### config.mk
export PLATFORM = sky130hd
export DESIGN_NAME = peripheral_apb4_initiator
export DESIGN_NICKNAME = d
export VERILOG_FILES = /design/src/rtl/peripheral_apb4_initiator.sv
export SDC_FILE = /design/constraint.sdc
export NUM_CORES = 1
export LEC_CHECK = 0
export CAP_MARGIN = 10
export CORE_ASPECT_RATIO = 0.6
export CORE_MARGIN = 2
export CORE_UTILIZATION = 44
export CTS_CLUSTER_DIAMETER = 40
export DETAILED_ROUTE_END_ITERATION = 7
export PLACE_DENSITY = 0.85
export SLEW_MARGIN = 40
export SYNTH_ARGS = -nofsm -noshare
export SYNTH_HDL_FRONTEND = slang
export SYNTH_SLANG_ARGS = --single-unit
### constraint.sdc
create_clock -name PCLK -period 2.9 [get_ports PCLK]
set_input_delay 0.58 -clock PCLK [delete_from_list [all_inputs] [get_ports PCLK]]
set_output_delay 0.58 -clock PCLK [all_outputs]
set_load 0.005 [all_outputs]
### src/rtl/peripheral_apb4_initiator.sv
// APB4 initiator: turns valid/ready commands into single APB4 transfers and returns a response.
// Optional ACCESS-phase timeout abort is enabled with PERIPHERAL_APB4_INITIATOR_TIMEOUT_EN.
module peripheral_apb4_initiator #(
  parameter int PADDR_SIZE     = 4,
  parameter int PDATA_SIZE     = 8,
  parameter int TIMEOUT_CYCLES = 16
) (
  input  logic                    PCLK,
  input  logic                    PRESETn,
  input  logic                    req_valid,
  output logic                    req_ready,
  input  logic                    req_write,
  input  logic [PADDR_SIZE-1:0]   req_addr,
  input  logic [PDATA_SIZE-1:0]   req_wdata,
  input  logic [PDATA_SIZE/8-1:0] req_strb,
  output logic                    rsp_valid,
  input  logic                    rsp_ready,
  output logic [PDATA_SIZE-1:0]   rsp_rdata,
  output logic                    rsp_err,
  output logic                    rsp_timeout,
  output logic                    PSEL,
  output logic                    PENABLE,
  output logic [PADDR_SIZE-1:0]   PADDR,
  output logic                    PWRITE,
  output logic [PDATA_SIZE-1:0]   PWDATA,
  output logic [PDATA_SIZE/8-1:0] PSTRB,
  input  logic [PDATA_SIZE-1:0]   PRDATA,
  input  logic                    PREADY,
  input  logic                    PSLVERR
);

  localparam int STRB_SIZE = PDATA_SIZE/8;

  typedef enum logic [1:0] {
    IDLE   = 2'd0,
    SETUP  = 2'd1,
    ACCESS = 2'd2,
    RESP   = 2'd3
  } state_t;

  state_t state_r;

`ifdef PERIPHERAL_APB4_INITIATOR_TIMEOUT_EN
  localparam int CNT_W = $clog2(TIMEOUT_CYCLES+1);
  // The abort fires on the ACCESS cycle whose increment would reach TIMEOUT_CYCLES.
  localparam logic [CNT_W-1:0] CNT_LAST = CNT_W'(TIMEOUT_CYCLES-1);

  logic [CNT_W-1:0] tmo_cnt_r;
  logic             rsp_timeout_r;

  assign rsp_timeout = rsp_timeout_r;
`else
  assign rsp_timeout = 1'b0;
`endif

  // Transfer sequencer: FSM state plus all registered APB and response outputs.
  always_ff @(posedge PCLK or negedge PRESETn) begin
    if (!PRESETn) begin
      state_r   <= IDLE;
      req_ready <= 1'b1;
      PSEL      <= 1'b0;
      PENABLE   <= 1'b0;
      PADDR     <= {PADDR_SIZE{1'b0}};
      PWRITE    <= 1'b0;
      PWDATA    <= {PDATA_SIZE{1'b0}};
      PSTRB     <= {STRB_SIZE{1'b0}};
      rsp_valid <= 1'b0;
      rsp_rdata <= {PDATA_SIZE{1'b0}};
      rsp_err   <= 1'b0;
`ifdef PERIPHERAL_APB4_INITIATOR_TIMEOUT_EN
      tmo_cnt_r     <= {CNT_W{1'b0}};
      rsp_timeout_r <= 1'b0;
`endif
    end else begin
      case (state_r)
        IDLE: begin
          if (req_valid) begin
            state_r   <= SETUP;
            req_ready <= 1'b0;
            PSEL      <= 1'b1;
            PENABLE   <= 1'b0;
            PADDR     <= req_addr;
            PWRITE    <= req_write;
            PWDATA    <= req_wdata;
            PSTRB     <= req_write ? req_strb : {STRB_SIZE{1'b0}};
          end else begin
            state_r   <= IDLE;
            req_ready <= 1'b1;
          end
        end
        SETUP: begin
          state_r <= ACCESS;
          PENABLE <= 1'b1;
`ifdef PERIPHERAL_APB4_INITIATOR_TIMEOUT_EN
          tmo_cnt_r <= {CNT_W{1'b0}};
`endif
        end
        ACCESS: begin
          if (PREADY) begin
            state_r   <= RESP;
            PSEL      <= 1'b0;
            PENABLE   <= 1'b0;
            rsp_valid <= 1'b1;
            rsp_rdata <= PWRITE ? {PDATA_SIZE{1'b0}} : PRDATA;
            rsp_err   <= PSLVERR;
`ifdef PERIPHERAL_APB4_INITIATOR_TIMEOUT_EN
            rsp_timeout_r <= 1'b0;
`endif
          end
`ifdef PERIPHERAL_APB4_INITIATOR_TIMEOUT_EN
          else if (tmo_cnt_r == CNT_LAST) begin
            state_r       <= RESP;
            PSEL          <= 1'b0;
            PENABLE       <= 1'b0;
            rsp_valid     <= 1'b1;
            rsp_rdata     <= {PDATA_SIZE{1'b0}};
            rsp_err       <= 1'b1;
            rsp_timeout_r <= 1'b1;
          end else begin
            tmo_cnt_r <= tmo_cnt_r + CNT_W'(1);
          end
`else
          else begin
            state_r <= ACCESS;
          end
`endif
        end
        RESP: begin
          if (rsp_ready) begin
            state_r   <= IDLE;
            rsp_valid <= 1'b0;
            req_ready <= 1'b1;
          end else begin
            state_r <= RESP;
          end
        end
        default: begin
          state_r   <= IDLE;
          req_ready <= 1'b1;
          PSEL      <= 1'b0;
          PENABLE   <= 1'b0;
          rsp_valid <= 1'b0;
        end
      endcase
    end
  end

endmodule

==> results of run 1 <==
-- flip-flops by register name (all words and copies together), names as in the netlist --
signal and count:
PWDATA 8, PWRITE 1, rsp_rdata 8, req_ready 1, state_r 2, PADDR 4
PSTRB 1, PSEL 1, PENABLE 1, rsp_err 1, rsp_valid 1
-- where the power goes --
group,total [W],switching [W],internal (W)
Sequential,0.000720,0.000121,0.000599
Clock,0.000325,0.000138,0.000188
Combinational,0.000828,0.000293,0.000536
Total,0.00187,0.000551,0.00132
-- how the worst max path moves through the flow --
stage | slack (ns) | from | to | cells after the start
after floorplan | 1.44 | state_r[1] | PENABLE | 5
after global placement | 0.97 | req_valid | PENABLE | 4
after detailed placement | 0.94 | req_valid | PENABLE | 4
after CTS | 1.01 | req_ready | req_ready | 1
after global routing | 0.97 | PWRITE | PWRITE | 1
final | 1.02 | req_ready | req_ready | 1
-- layout make-up --
cell class                      count  area, sq um
Multi-Input combinational cell     67          482
Inverter                            4         15.0
Fill cell                         186          694
Clock buffer                        7         86.3
Timing Repair Buffer               55          548
Tap cell                           32         40.0
Sequential cell                    29          727
-- synth_stat cells --
cell and count:
dfrtp_1 28, o21ai_0 17, mux2_2 14, nand2_1 11, nand2b_1 9, ha_1 5, inv_1 4, a21oi_1 3
nor2b_1 2, a22o_1 1, buf_2 1, buf_4 1, clkbuf_8 1, conb_1 1, dfstp_2 1, mux2_4 1
nand2_4 1, nor2_1 1, o2bb2ai_1 1
-- routing by layer --
layer  up-vias  part of all wire  GRT usage
li1        463                 -          -
met1       479              0.40      0.214
met2        42              0.50      0.329
met3         4             0.090     0.0871
met4         0             0.013     0.0963
met5         -                 0          0
-- logic make-up (layout without fill, tap and decap cells) --
| family | Yosys count | in the layout |
|---|---|---|
| multiplexers | 15 | 15 |
| AND/OR/NAND/NOR | 24 | 24 |
| buffers and inverters | 7 | 66 |
| AO/OA/AOI/OAI | 22 | 22 |
| flip-flops | 29 | 29 |
| other | 1 | 1 |
| adder cells (fa/ha/maj) | 5 | 5 |
-- through the flow --
step	hold WS, ns	total power (W)	instance area (sq um)	utilization	setup slack [ns]
floorplan	0.284	0.00108	1250	-	1.44
global placement	0.463	0.00152	1810	0.699	0.970
detailed placement	0.469	0.00156	1810	0.699	0.940
CTS	0.482	0.00189	1900	0.732	1.01
global route	0.513	0.00200	1900	0.732	0.969
finish	0.472	0.00187	1900	0.732	1.02
-- layout by cell type, fill, tap and decap left out --
cell             instances
clkdlybuf4s50_1         54
conb_1                   1
mux2_4                   1
inv_1                    4
a21oi_1                  3
ha_1                     5
dfrtp_1                 28
nor2b_1                  2
clkbuf_1                 1
buf_4                    1
dfstp_2                  1
nand2b_1                 9
nand2_4                  1
mux2_2                  14
nor2_1                   1
nand2_1                 11
o21ai_0                 17
clkbuf_8                 6
a22o_1                   1
o2bb2ai_1                1
==> out/metrics.cfg, run 1 <==
[setup_path]
cpPeakStageDelay_ns = 0.54
crit_type = flip-flop to output port
critical_path_peak_fanout = 3
r2r-end = PENABLE
rr_worst_depth = 5
crit_family = flip-flops
start_kind = flip-flop
end_kind = output port
critPathSlowestCell = dfstp_2
critical_path_required_ns = 2.32
worst-path-buf-inv = 1
r2r-start = state_r[0]
cp.arrival_ns = 1.30
path_cells = clkdlybuf4s50_1
rrSetupSlack_ns = 1.19

[logic_synthesis]
postSynthAreaPerCell_sq_um = 12.1
synthesis.area_sq_mm = 0.00125
synth.net_count = 136
syn_inst = 103
synth_xor_area_frac = 0
synth_cell_types = 19
synthAdderAreaFrac = 0.0501
synth_compound_area_frac = 0.0941
synth_top_cell_by_area = dfrtp_1
synth_mux_area_frac = 0.138
yosys.area_share.simple = 0.100
ys_seq_elements = 29
ys_seq_area_frac = 0.582
synth_top_family_by_area = multiplexers
yosys-top-cells-area = dfrtp_1 (56%), mux2_2 (13%), o21ai_0 (6.8%)
yosys_warnings = 0
synth_top_area_share = 0.561

[min_path]
min_path_cells = 2
whs_endpoint = rsp_rdata[6]
hp-start = rsp_rdata[6]
worstHoldPathType = flip-flop to flip-flop

[finish]
fin_nets = 195
diodes = 0
drive_gt1_frac = 0.148
syn2layout_area_growth_pct = 51.9
fin_cells = 194

[sta]
setup_viol = 0
finalHoldViolCount = 0
final.setup.tns_ns = 0
fmax_mhz = 532
period_share = 0.649
worst_clock_skew_ns = 0.00301
rsz0062_at_grt = false
fin_crit_ns = 1.88
slew_viol_final = 0

[placement]
port_buffers = 54
post-place-cells = 187
gp_congestion = 0.807
dp_hpwl_mm = 2.10

[cts]
clock-root-buffer = clkbuf_8
clkTransAtPathRegs_ns = 0.06
cts_buffer_depth = 2
cts.repair.resized = 0
cts_buffers = 5
numClockSinks = 29
hold_buffers = 0
insertion_delay_ns = 0.27
cts_tree = yes
postCtsSetupRepairBufs = 0
cts.htree.levels = 2

[detailed_routing]
route.detailed.drc = 0
wl_per_cell_microns = 14.3
viasPerCell = 5.09
routed_wl_mm = 2.78
drt_first_iter_violations = 58
first_pass_iters = 4
antenna_left = 0
vias = 988

[global_routing]
grt_max_degree = 30
grt_pass1_wl_mm = 4.62
grt-ovfl-total = 0
grt.total_usage = 0.195
antenna_found_initial = 0
grt_pass1_vias = 1019

[floorplan]
num_rows = 14
ios = 56
core_region_area_sq_mm = 0.00259
dieArea_sq_mm = 0.00330
dieWidth_microns = 72.8
start_util = 0.482
die_h_microns = 45.3

[power_and_ir_drop]
leakage_nw = 0.822
power_density_mw_per_mm2 = 987
ir_drop_mv = 0.535

[job]
drv_cap = 0

[outcome]
status = completed

(Power assumes the default switching activity.)
==> inputs of run 2 (changes only) <==
Settings changed: CORE_UTILIZATION 44 to 37, PLACE_DENSITY 0.85 to 0.76.
Clock period 2.9 ns to 1.6 ns, I/O delays scaled along.
==> out/metrics.cfg, run 2 (same netlist as run 1, synthesis figures left out) <==
[detailed_routing]
drt_first_iter_violations = 21
wl_per_cell_microns = 13.3
antenna_left = 0
first_pass_iters = 4
vias = 951
viasPerCell = 4.49
routed_wl_mm = 2.81
route.detailed.drc = 0

[global_routing]
grt_pass1_wl_mm = 4.56
grt_pass1_vias = 975
antenna_found_initial = 0
grt-ovfl-total = 0
grt_max_degree = 30
grt.total_usage = 0.160

[setup_path]
start_kind = flip-flop
crit_family = flip-flops
end_kind = flip-flop
critPathSlowestCell = dfrtp_1
critical_path_peak_fanout = 6
rr_worst_depth = 5
cp.arrival_ns = 1.65
cpPeakStageDelay_ns = 0.38
crit_type = flip-flop to flip-flop
rrSetupSlack_ns = 0.11
path_cells = inv_1, ha_2, nand2b_1, a22o_1, mux2_4
worst-path-buf-inv = 1
r2r-end = PENABLE
critical_path_required_ns = 1.77
r2r-start = state_r[0]

[cts]
cts.htree.levels = 2
numClockSinks = 29
insertion_delay_ns = 0.28
cts_tree = yes
clock-root-buffer = clkbuf_8
cts_buffers = 5
hold_buffers = 0
clkTransAtPathRegs_ns = 0.07
cts_buffer_depth = 2

[floorplan]
ios = 56
dieWidth_microns = 79.0
core_region_area_sq_mm = 0.00324
start_util = 0.385
num_rows = 16
die_h_microns = 49.0
dieArea_sq_mm = 0.00387

[sta]
fin_crit_ns = 1.49
setup_viol = 0
slew_viol_final = 0
holdWs_ns = 0.424
finalHoldViolCount = 0
rsz0062_at_grt = false
period_share = 0.928
final.setup.tns_ns = 0
fmax_mhz = 673
worst_clock_skew_ns = 0.00565

[finish]
layout_commonest_cell = clkdlybuf4s50_1
drive_gt1_frac = 0.186
syn2layout_area_growth_pct = 59.2
final_cell_mix = clkdlybuf4s50_1 (53), dfrtp_1 (27), o21ai_0 (17), mux2_2 (14), nand2_1 (11)
diodes = 0
fin_nets = 199
fillCellCount = 278
reg_top3 = PWDATA: 8 flops, rsp_rdata: 8 flops, PADDR: 4 flops

[power_and_ir_drop]
power_density_mw_per_mm2 = 1840
leakage_nw = 0.859
p_total_w = 0.00366
ir_drop_mv = 0.864

[placement]
gp_congestion = 0.714
dp_hpwl_mm = 2.09
port_buffers = 54

[min_path]
worstHoldPathType = input port to async pin

[job]
drv_cap = 0

[outcome]
status = completed

run 2: cell types whose count changed in the layout (fill, tap and decap cells not counted), sizes merged:
| cell | change |
|---|---|
| buf | +4 |
| bufinv | +1 |
| clkdlybuf4s50 | -1 |
| dlygate4sd2 | +1 |
run 2: layout make-up:
class | instances | area [sq um] | share of cell area
sequential | 29 | 728 | 0.366
tap | 45 | 56.3 | 0.0283
inverter | 4 | 15.0 | 0.00755
clock inverter | 1 | 30.0 | 0.0151
timing repair buffer | 59 | 589 | 0.296
multi-input combinational | 67 | 484 | 0.243
clock buffer | 7 | 86.3 | 0.0434
run 2: how the worst max path moves through the flow:
stage	startpoint	endpoint	slack, ns	cells after the start
5_1_grt	state_r[0]	PENABLE	0.06	5
3_3_place_gp	req_valid	PENABLE	0.06	4
2_1_floorplan	state_r[1]	PENABLE	0.14	5
4_1_cts	PWRITE	PWRITE	0.03	1
6_report	state_r[0]	PENABLE	0.11	5
3_5_place_dp	state_r[0]	PENABLE	0.04	5
run 2: metrics by stage:
step           cell area, sq um  utilization  worst slack [ns]  cells
5_1_grt                    1990        0.613            0.0561    212
6_report                   1990        0.613             0.115    212
2_1_floorplan              1250            -             0.138    103
3_3_place_gp               1860        0.574            0.0643    203
4_1_cts                    1980        0.610            0.0293    211
3_5_place_dp               1860        0.574            0.0386    203
run 2: where the power goes:
part / internal, W / switching, W / total [W]
combinational: 0.00103 / 0.000573 / 0.00161
clock: 0.000507 / 0.000272 / 0.000779
sequential: 0.00109 / 0.000190 / 0.00128
total: 0.00263 / 0.00104 / 0.00366
run 2: timing repair:
item,4_1_cts,5_1_grt
hold endpoints to repair,0,0
pin swaps,0,0
buffers inserted,0,1
setup endpoints to repair,2,2
gates resized for setup,2,1
run 2: routing by layer:
layer  share of wire  vias to the layer above  track usage
li1                -                      472            -
met1            0.42                      441        0.185
met2            0.46                       33        0.239
met3            0.11                        5       0.0926
met4           0.012                        0       0.0776
met5               0                        -            0
==> inputs of run 3 (changes only) <==
Settings changed: ABC_AREA set to 1.
==> out/metrics.cfg, run 3 <==
[sta]
slew_viol_final = 0
fmax_mhz = 665
rsz0062_at_grt = false
finalHoldViolCount = 0
worst_clock_skew_ns = 0.00638
setup_viol = 0
final.setup.tns_ns = 0
fin_crit_ns = 1.50
period_share = 0.939
holdWs_ns = 0.397

[finish]
layout_commonest_cell = nand2_1
diodes = 0
fin_nets = 240
syn2layout_area_growth_pct = 54.7
final_cell_mix = nand2_1 (76), clkdlybuf4s50_1 (53), dfrtp_1 (28), o21ai_0 (11), inv_1 (10)
drive_gt1_frac = 0.0673
reg_top3 = PWDATA: 8 flops, rsp_rdata: 8 flops, PADDR: 4 flops

[cts]
hold_buffers = 0
cts_buffer_depth = 2
cts_buffers = 5
postCtsSetupRepairBufs = 0
clkTransAtPathRegs_ns = 0.06
cts_tree = yes
numClockSinks = 29
cts.repair.resized = 1
insertion_delay_ns = 0.28
clock-root-buffer = clkbuf_8
cts.htree.levels = 2

[logic_synthesis]
synth_most_common_cell = nand2_1
postSynthAreaPerCell_sq_um = 8.71
synth_edf_count = 0
ys_seq_area_frac = 0.564
syn_inst = 148
synth_top_family_by_area = simple AND/OR/NAND/NOR gates
synthArstFlopShare = 1.00
synthesis.area_sq_mm = 0.00129
synth_common_cells = nand2_1 (76), dfrtp_1 (28), o21ai_0 (11)
ys_seq_elements = 29
yosys_warnings = 0
synth_top_cell_by_area = dfrtp_1
ys.flop_type = dfrtp_1
synth.net_count = 181
synth_compound_area_frac = 0.0641
synth_xor_area_frac = 0
synth_cell_types = 19
synthAdderAreaFrac = 0.0485
yosys-top-cells-area = dfrtp_1 (54%), nand2_1 (22%), ha_1 (4.9%)
synth_mux_area_frac = 0
yosys.area_share.simple = 0.256
synth_top_area_share = 0.544

[setup_path]
worst-path-buf-inv = 1
r2r-start = state_r[0]
crit_type = flip-flop to output port
cpPeakStageDelay_ns = 0.52
path_cells = clkdlybuf4s50_1
crit_family = buffers and inverters
critPathLaunch = PSEL
critical_path_peak_fanout = 2
end_kind = output port
critical_path_required_ns = 1.28
start_kind = flip-flop
critPathSlowestCell = clkdlybuf4s50_1
cp.arrival_ns = 1.18

[global_routing]
grt_max_degree = 30
grt_pass1_vias = 1054
grt_pass1_wl_mm = 4.95
grt-ovfl-total = 0
antenna_found_initial = 0
grt.total_usage = 0.167

[detailed_routing]
vias = 1132
route.detailed.drc = 0
wl_per_cell_microns = 12.0
first_pass_iters = 4
drt_first_iter_violations = 61
antenna_left = 0
routed_wl_mm = 3.04
viasPerCell = 4.47

[power_and_ir_drop]
seq_power_share = 0.355
power_density_mw_per_mm2 = 1820
leakage_nw = 0.981
ir_drop_mv = 0.920
switching_share = 0.328
clkPwrFrac = 0.212
power_switching_w = 0.00119
combPwrFrac = 0.433
p_int_w = 0.00243

[floorplan]
num_rows = 16
die_h_microns = 49.7
dieArea_sq_mm = 0.00399
core_region_area_sq_mm = 0.00328
dieWidth_microns = 80.2
ios = 56
start_util = 0.393

[placement]
gp_congestion = 0.742
dp_hpwl_mm = 2.30
port_buffers = 54

[outcome]
status = completed

[job]
drv_cap = 0

[min_path]
worstHoldPathType = input port to async pin

-- run 3: cell count changes after synthesis, moves of 2 or more --
cell      previous run  this run
a21oi_1              3         0
nand2b_1             9         0
nor2b_1              2         0
mux2_2              14         0
o21ai_0             17        11
nand2_1             11        76
nand2_2              0         2
nand3_1              0         3
buf_6                0         2
inv_1                4        10
-- run 3: path summary, 6_finish.rpt --
path	slack [ns]	cells past startpoint	end
min in group PCLK	0.46	2	req_ready
worst max register to register	0.25	6	req_ready
max in group asynchronous	0.97	2	req_ready
worst min-delay path	0.40	2	rsp_valid
worst min register to register	0.46	2	req_ready
worst max-delay path	0.1	1	PSEL
-- run 3: kinds of logic (layout without fill, tap and decap cells) --
group | Yosys count | count (layout)
AND/OR/NAND/NOR | 84 | 84
flip-flops | 29 | 29
buffers and inverters | 16 | 76
AO/OA/AOI/OAI | 13 | 13
adder cells (fa/ha/maj) | 5 | 5
other | 1 | 1
-- run 3: area by class of cell --
| class | count | area (sq um) |
|---|---|---|
| Fill cell | 307 | 1290 |
| Timing Repair Buffer | 56 | 567 |
| Tap cell | 45 | 56.3 |
| Multi-Input combinational cell | 103 | 479 |
| Inverter | 12 | 47.5 |
| Sequential cell | 29 | 727 |
| Clock buffer | 7 | 86.3 |
| Clock inverter | 1 | 30.0 |
-- run 3: metrics by stage --
stage          setup slack, ns  instance area [sq um]  total power (W)  std cells   util
2_1_floorplan            0.405                   1290          0.00203        148      -
3_3_place_gp             0.230                   1880          0.00283        245  0.572
3_5_place_dp             0.147                   1880          0.00288        245  0.572
4_1_cts                  0.100                   1990          0.00366        253  0.607
5_1_grt                 0.0571                   1990          0.00392        253  0.607
6_report                0.0974                   1990          0.00362        253  0.607
-- run 3: layer usage --
metal | part of all wire | wire (microns) | track usage
met1 | 0.49 | 1490 | 0.244
met2 | 0.42 | 1270 | 0.229
met3 | 0.083 | 253 | 0.0604
met4 | 0.0069 | 21 | 0.0508
met5 | 0 | 0 | 0
-- run 3: power by group through the flow --
stage / clock [W] / sequential (W) / combinational (W)
final: 0.000769 / 0.00129 / 0.00157
after global routing: 0.000829 / 0.00133 / 0.00176
after CTS: 0.000786 / 0.00129 / 0.00159
after detailed placement: 0 / 0.00129 / 0.00159
after global placement: 0 / 0.00129 / 0.00154
after floorplan: 0 / 0.00129 / 0.000747
